### config.mk
export PLATFORM = sky130hd
export DESIGN_NAME = stack_list_sequencer
export DESIGN_NICKNAME = d
export VERILOG_FILES = /design/src/rtl/stack_list_sequencer_pkg.sv /design/src/rtl/stack_list_sequencer_bit_scan.sv /design/src/rtl/stack_list_sequencer.sv
export SDC_FILE = /design/constraint.sdc
export NUM_CORES = 1
export LEC_CHECK = 0
export ABC_AREA = 1
export BUFFER_PORTS_ARGS = -buffer_cell sky130_fd_sc_hd__buf_2
export CORE_MARGIN = 5
export CORE_UTILIZATION = 50
export CTS_CLUSTER_DIAMETER = 100
export DETAILED_ROUTE_END_ITERATION = 10
export PLACE_DENSITY = 0.75
export SYNTH_ARGS = -nofsm -noshare
export SYNTH_HDL_FRONTEND = slang
export SYNTH_SLANG_ARGS = --single-unit
### constraint.sdc
create_clock -name clk -period 1.5 [get_ports clk]
set_input_delay 0.375 -clock clk [delete_from_list [all_inputs] [get_ports clk]]
set_output_delay 0.375 -clock clk [all_outputs]
set_load 0.005 [all_outputs]
### src/rtl/stack_list_sequencer_pkg.sv
// Shared types and constants for the multi-register push/pop sequencer.
package stack_list_sequencer_pkg;

  typedef enum logic [1:0] {
    ST_IDLE,
    ST_TRANSFER,
    ST_DONE
  } seq_state_e;

  typedef enum logic [2:0] {
    MEM_NORMAL = 3'd0,
    MEM_PUSH   = 3'd1,
    MEM_POP    = 3'd2
  } mem_ctl_e;

  localparam logic OP_PUSH = 1'b0;
  localparam logic OP_POP  = 1'b1;

  localparam int unsigned GPR_COUNT = 8;
  localparam int unsigned LR_INDEX  = 14;
  localparam int unsigned PC_INDEX  = 15;

endpackage

### src/rtl/stack_list_sequencer_bit_scan.sv
// Combinational priority scan: position of the highest (lowest=0) or lowest (lowest=1) set bit.
module bit_scan #(
  parameter int unsigned WIDTH     = 9,
  parameter int unsigned POS_WIDTH = 4
) (
  input  logic [WIDTH-1:0]     vec,
  input  logic                 lowest,
  output logic [POS_WIDTH-1:0] pos
);

  always_comb begin
    pos = '0;
    if (lowest) begin
      for (int unsigned i = 0; i < WIDTH; i++) begin
        if (vec[WIDTH-1-i]) pos = POS_WIDTH'(WIDTH-1-i);
      end
    end else begin
      for (int unsigned i = 0; i < WIDTH; i++) begin
        if (vec[i]) pos = POS_WIDTH'(i);
      end
    end
  end

endmodule

### src/rtl/stack_list_sequencer.sv
// Sequences a PUSH/POP register list into one stack beat per cycle, with the
// POP writeback delayed one cycle to cover the synchronous memory read.
module stack_list_sequencer
  import stack_list_sequencer_pkg::*;
#(
  parameter int unsigned DATA_WIDTH  = 32,
  parameter int unsigned LIST_WIDTH  = 9,
  parameter int unsigned INDEX_WIDTH = 4
) (
  input  logic                   clk,
  input  logic                   rst_n,
  input  logic                   start,
  input  logic                   op,
  input  logic [LIST_WIDTH-1:0]  reg_list,
  output logic                   busy,
  output logic                   done,
  output logic [2:0]             mem_control,
  output logic                   mem_write_enable,
  output logic [INDEX_WIDTH-1:0] reg_index,
  output logic                   reg_write_enable,
  output logic [INDEX_WIDTH-1:0] wb_index
);

  localparam int unsigned POS_WIDTH = (LIST_WIDTH > 1) ? $clog2(LIST_WIDTH) : 1;

  if (DATA_WIDTH < 1 || INDEX_WIDTH < 4) begin : g_param_check
    $error("stack_list_sequencer: DATA_WIDTH must be >= 1 and INDEX_WIDTH >= 4");
  end

  seq_state_e            state;
  logic                  op_q;
  logic [LIST_WIDTH-1:0] pending;

  logic [LIST_WIDTH-1:0]  scan_vec;
  logic                   scan_lowest;
  logic [POS_WIDTH-1:0]   scan_pos;
  logic [INDEX_WIDTH-1:0] beat_index;
  logic [LIST_WIDTH-1:0]  remaining;

  // In IDLE the first beat is chosen straight from reg_list so that beats start
  // the cycle after acceptance; afterwards pending holds the bits still to go.
  always_comb begin
    scan_vec    = (state == ST_IDLE) ? reg_list : pending;
    scan_lowest = (state == ST_IDLE) ? op : op_q;
  end

  bit_scan #(
    .WIDTH     (LIST_WIDTH),
    .POS_WIDTH (POS_WIDTH)
  ) u_bit_scan (
    .vec    (scan_vec),
    .lowest (scan_lowest),
    .pos    (scan_pos)
  );

  always_comb begin
    if (32'(scan_pos) < GPR_COUNT) beat_index = INDEX_WIDTH'(scan_pos);
    else if (scan_lowest)          beat_index = INDEX_WIDTH'(PC_INDEX);
    else                           beat_index = INDEX_WIDTH'(LR_INDEX);
    remaining = scan_vec & ~(LIST_WIDTH'(1) << scan_pos);
  end

  always_ff @(posedge clk or negedge rst_n) begin
    if (!rst_n) begin
      state            <= ST_IDLE;
      op_q             <= OP_PUSH;
      pending          <= '0;
      busy             <= 1'b0;
      done             <= 1'b0;
      mem_control      <= MEM_NORMAL;
      mem_write_enable <= 1'b0;
      reg_index        <= '0;
      reg_write_enable <= 1'b0;
      wb_index         <= '0;
    end else begin
      reg_write_enable <= (mem_control == MEM_POP);
      wb_index         <= (mem_control == MEM_POP) ? reg_index : '0;
      mem_control      <= MEM_NORMAL;
      mem_write_enable <= 1'b0;
      reg_index        <= '0;
      done             <= 1'b0;
      case (state)
        ST_IDLE: begin
          if (start) begin
            busy <= 1'b1;
            op_q <= op;
            if (reg_list != '0) begin
              state            <= ST_TRANSFER;
              pending          <= remaining;
              mem_control      <= (op == OP_POP) ? MEM_POP : MEM_PUSH;
              mem_write_enable <= (op == OP_PUSH);
              reg_index        <= beat_index;
            end else begin
              state <= ST_DONE;
              done  <= 1'b1;
            end
          end
        end
        ST_TRANSFER: begin
          if (pending != '0) begin
            pending          <= remaining;
            mem_control      <= (op_q == OP_POP) ? MEM_POP : MEM_PUSH;
            mem_write_enable <= (op_q == OP_PUSH);
            reg_index        <= beat_index;
          end else begin
            state <= ST_DONE;
            done  <= 1'b1;
          end
        end
        ST_DONE: begin
          state   <= ST_IDLE;
          busy    <= 1'b0;
          pending <= '0;
        end
        default: begin
          state <= ST_IDLE;
          busy  <= 1'b0;
        end
      endcase
    end
  end

endmodule

# ---- Word level (Yosys, flattened, before mapping)
# Cells that the tools add are included.
dict set report word_totals {
  register_bits 27
  inputBits 13
  out_inout_bits 15
  wordCells 83
}
dict set report classes {
  bitwise_logic 5
  n_mux 51
  eq_ne 7
  magnitude_cmp 1
  reduce_logical 8
  shifts 1
}
# operator n
set ops {}
lappend ops {{$mux 4} 16}
lappend ops {{$mux 9} 4}
lappend ops {{$pmux 9 s3} 1}
lappend ops {{$mux 2} 10}
lappend ops {{$reduce_bool 9->1} 2}
lappend ops {{$mux 3} 4}
lappend ops {{$mux 1} 10}
lappend ops {{$and 9x9->9} 1}
lappend ops {{$not 9->9} 1}
lappend ops {{$shl 1x4->9 const A} 1}
lappend ops {{$pmux 2 s2} 2}
lappend ops {{$pmux 4 s2} 1}
lappend ops {{$ne 2x2->1 const B} 3}
lappend ops {{$pmux 1 s2} 3}
lappend ops {{$reduce_and 2->1} 3}
lappend ops {{$lt 4x4->1 const B} 1}
lappend ops {{$reduce_and 4->1} 1}
lappend ops {{$eq 3x2->1 const B} 1}
lappend ops {{$not 1->1} 3}
lappend ops {{$reduce_bool 3->1} 1}
lappend ops {{$eq 2x1->1 const B} 1}
lappend ops {{$eq 2x2->1 const B} 1}
lappend ops {{$logic_not 2->1} 1}
lappend ops {{$ne 2x1->1 const B} 1}

# ---- Logic depth before layout (Yosys ltp)
dict set report logic_depth {
  depth_word 18
  ltp_mapped 15
  depth_no_buf 15
}

# ---- Modules after synthesis
# Synthesis repeated with hierarchy kept, for this count alone.
dict set report hier_totals {
  cells_unflattened 252
  hier_area_um2 1604.0
}
# mod area_per_inst_um2 cells_each seq_area_each_um2 instances
set modules_own_cells {}
lappend modules_own_cells {stack_list_sequencer 1425.1 211 625.6 1}
lappend modules_own_cells {bit_scan 178.9 41 0.0 1}

# ---- Worst setup path after synthesis
# Ideal clock, no wire load.
dict set report synth_timing {
  kind {register -> register}
  start {register state[0]}
  end {register pending[0]}
  slack_ps -166
  path_buffers 1
  path_stages_with_launch 12
  setup_time_ps 116
  period_less_slack_ps 1666
  t_required_ps 1384
  arrival_time_ps 1550
  path_cell_list {dfrtp_1 > nor2_4 > buf_6 > nand2_2 > nand2_2 > nor2_8 > nor2_1 > nor2_4 > nor2_4 > nand4_1 > nand2_1 > nand2_1}
}
dict set report synth_via {
  elab_chain_cells 18
  elab_cells_between_ends 35
  classes_between {eq/ne (5); shift (1); mux (24); bitwise (2); reduce/logical (3)}
}
# element line_no
set synth_rtl {}
lappend synth_rtl {{from (decl)} stack_list_sequencer.sv:30} ;# seq_state_e state;
lappend synth_rtl {{from (signal assigned)} stack_list_sequencer.sv:65} ;# state <= ST_IDLE;
lappend synth_rtl {{from (signal assigned)} stack_list_sequencer.sv:88} ;# state <= ST_TRANSFER;
lappend synth_rtl {{from (signal assigned)} stack_list_sequencer.sv:94} ;# state <= ST_DONE;
lappend synth_rtl {{$logic_not 2->1} {stack_list_sequencer.sv:43, stack_list_sequencer.sv:44, stack_list_sequencer.sv:82}}
lappend synth_rtl {{$mux 9} stack_list_sequencer.sv:43} ;# scan_vec = (state == ST_IDLE) ? reg_list : pending;
lappend synth_rtl {{$mux 4 (9 in series)} stack_list_sequencer_bit_scan.sv:15} ;# if (vec[WIDTH-1-i]) pos = POS_WIDTH'(WIDTH-1-i);
lappend synth_rtl {{$mux 4} stack_list_sequencer_bit_scan.sv:13} ;# if (lowest) begin
lappend synth_rtl {{$shl 1x4->9} stack_list_sequencer.sv:60} ;# remaining = scan_vec & ~(LIST_WIDTH'(1) << scan_pos);
lappend synth_rtl {{$not 9->9} stack_list_sequencer.sv:60}
lappend synth_rtl {{$and 9x9->9} stack_list_sequencer.sv:60}
lappend synth_rtl {{$mux 9} stack_list_sequencer.sv:87} ;# if (reg_list != '0) begin
lappend synth_rtl {{$mux 9} stack_list_sequencer.sv:84} ;# if (start) begin
lappend synth_rtl {{$pmux 9 s3} stack_list_sequencer.sv:82} ;# case (state)
lappend synth_rtl {{to (signal assigned)} stack_list_sequencer.sv:89} ;# pending <= remaining;
lappend synth_rtl {{to (signal assigned)} stack_list_sequencer.sv:101} ;# pending <= remaining;
lappend synth_rtl {{to (decl)} stack_list_sequencer.sv:32} ;# logic [LIST_WIDTH-1:0] pending;
# Parallel ways exist; a longest one is shown, timed or not. The select of a mux whose other input is x is not followed.
# A chain may end at the register's enable or synchronous reset.

# ---- Worst setup path in the final report
dict set report layout_timing {
  start {register state[1]}
  end {register pending[2]}
}
# Same word-level chain as after synthesis.

==> impl_metrics.toml <==
[synthesis]
async_flop_share = 1.00
synthDominantCellAreaShare = 0.388
synth_common_cells = "nand2_1, inv_1, nor2_1"
synth_warnings = 0
yosys_most_used_dff = "dfrtp_1"
synth_area_leaders = "dfrtp_1, nand2_1, inv_1, nor2_1, nand2_2"
synth_cell_type_count = 28
synth_seq_cells = 25
synth-edff-count = 0
synth.most_common_cell = "nand2_1"
syn_area_um2 = 1610
synth_area_leader_cell = "dfrtp_1"
avgSynthCellArea_um2 = 7.40
syn_inst = 218
yosysSeqAreaShare = 0.388
syn_nets = 231

[timing]
hold_violations = 0
fin_skew_ns = 0.00144
setup_slack_ns = -0.365
tightest_slew_ns = 0.552
slew_viol_final = 0
final.setup.tns_ns = -3.76
setup_viol = 14
fin_crit_ns = 1.87
fmax_mhz = 536
slew_headroom = 0.632
whs_ns = 0.0133
rsz0062_at_grt = "true"
post-route-period-util = 1.24

[clocking]
root_buffer = "clkbuf_4"
htreeDepth = 1
cts_buffers = 3
cts_tree = "done"
clk_pin_slew_ns = 0.14
insertion_delay_ns = 0.32
cts_hold_buf = 0
cts.sinks = 25
clock_path_buffers = 2

[grt]
first_global_vias = 1556
gr-usage-met1 = 0.246
grtUsageMet3 = 0.0287
antenna_found_initial = 0
top_usage_layer = "met2"
overflow = 0
grt_use_met2 = 0.384
grt_pass1_wl_um = 6970
grtUsageTotal = 0.209
grt_max_degree = 26

[final_layout]
area_delta_synth_final_pct = 42.4
fillers = 226
layout.nets = 302
antenna_cells = 0
instances_no_fill = 332
drive_gt1_frac = 0.472

[power]
power_density_nw_per_um2 = 2470
leakage_nw = 1.24
ir_worst_vdd_uv = 1430

[floorplan]
rows = 20
fp.dieW_um = 66.8
start_util = 0.524
fp.dieArea_um2 = 4460
core_area_um2 = 3080
ioPinCount = 28
die_y_um = 66.8

[placement]
place_inst = 315
dp_slack_ns = -0.331
io_buffer_count = 26
routabilityCongestion = 0.930
place_hpwl_um = 3140

[job]
drv_cap = 0

[routing]
wl_per_cell_um = 13.0
wirelength_um = 4310
ant_nets = 0
vias_per_cell = 4.80
dr.pass1.iters = 4
via_count = 1592
drt_iter0_markers = 70
drc = 0

[critical_path]
critPathMaxFanout = 6
start_kind = "register"
cp-end-kind = "register"
crit_path_frequent_cell = "nor2_4"
critical_path.max_stage_delay_ns = 0.45
slowest_stage = "dfrtp_2"
path_class = "register to register"
required_ns = 1.78
timing.critical_path.cells = "nor2_4, buf_4, buf_6, nand2_4, nand2_8, nand3_4, nor2_4, nor2_4, nor2_4, nor2_4, nand4_1, nand2_1, nand2_1"
crit_arrival_ns = 2.14

[status]
violations = "negative setup slack"
status = "complete, but fails checks"

[min_path]
worstHoldPathType = "input pin to async pin"
## area by class of cell
cell class              count  area (um2)  share of cell area
clock buffers               3        22.5             0.00980
clock inverters             1        5.00             0.00218
inverters                  33         129              0.0561
multi-input cells         156         968               0.421
flip-flops and latches     25         627               0.273
well taps                  44        55.1              0.0240
repair buffers             70         492               0.214
## placed cells by master (no fill, tap or decap), types with 4 or more instances in the layout
cell type and count:
nor2_1 25, nand3_1 4, nor2_4 7, inv_2 4
nand2_4 11, inv_1 27, nand3_2 5, o21ai_2 4
dfrtp_1 24, nand2_2 17, buf_6 5, buf_4 38
buf_2 26, nand4_1 5, nand2_1 57
## metrics by stage
stage / total power [mW] / instance area, um2 / utilization
4_1_cts: 5.31 / 2190 / 0.711
2_1_floorplan: 3.39 / 1640 / -
3_5_place_dp: 4.65 / 2030 / 0.661
5_1_grt: 6.16 / 2300 / 0.747
6_report: 5.68 / 2300 / 0.747
3_3_place_gp: 4.55 / 2030 / 0.661
## path summary, 6_finish.rpt
kind                                          start                    endpoint  slack (ns)  cells past startpoint
max                            state[1]$_DFFE_PN0P_      pending[2]$_DFFE_PN0P_       -0.37                     13
min                                           rst_n    mem_control[1]$_DFF_PN0_        0.01                      1
max reg2reg                    state[1]$_DFFE_PN0P_      pending[2]$_DFFE_PN0P_       -0.37                     13
min reg2reg                mem_control[0]$_DFF_PN0_  reg_write_enable$_DFF_PN0_        0.46                      1
max in group asynchronous                     rst_n        state[1]$_DFFE_PN0P_        1.09                      1
min in group clk                                 op    mem_control[0]$_DFF_PN0_        0.39                      3
## power by group
group          switching, mW  internal [mW]
Clock                  0.212          0.100
Combinational           2.35           1.87
Sequential             0.201          0.950
## kinds of logic (layout without fill, tap and decap cells)
group	after synthesis	in the layout	synth area share
other	1	1	0.00232
AOI/OAI and AO/OA	16	16	0.0698
DFF	25	25	0.388
buffers and inverters	37	107	0.100
and+or+nand+nor	139	139	0.440
## flip-flops by register name (all words and copies together), names as in the netlist
name and cells:
pending 9, reg_index 4, mem_control 2, reg_write_enable 1, op_q 1, busy 1
done 1, wb_index 4, state 2
## worst max-delay path, delay by kind of cell, from the launching register on
kind                   cells  cell delay [ns]
and+or+nand+nor           11             1.11
buffers and inverters      2             0.25
DFF                        1             0.45
## what timing repair did
action	4_1_cts	5_1_grt
cloned	0	0
setup buffers	10	4
endpoints found under the hold margin	0	0
resized for setup	21	21
pin swaps	18	20
endpoints found under the setup margin	13	16
## per-layer routing
metal | vias to the layer above | routed length [um]
li1 | 810 | -
met1 | 736 | 1720
met3 | 10 | 150
met4 | 0 | 85
met5 | - | 0
met2 | 36 | 2350
(Power assumes the default switching activity.)
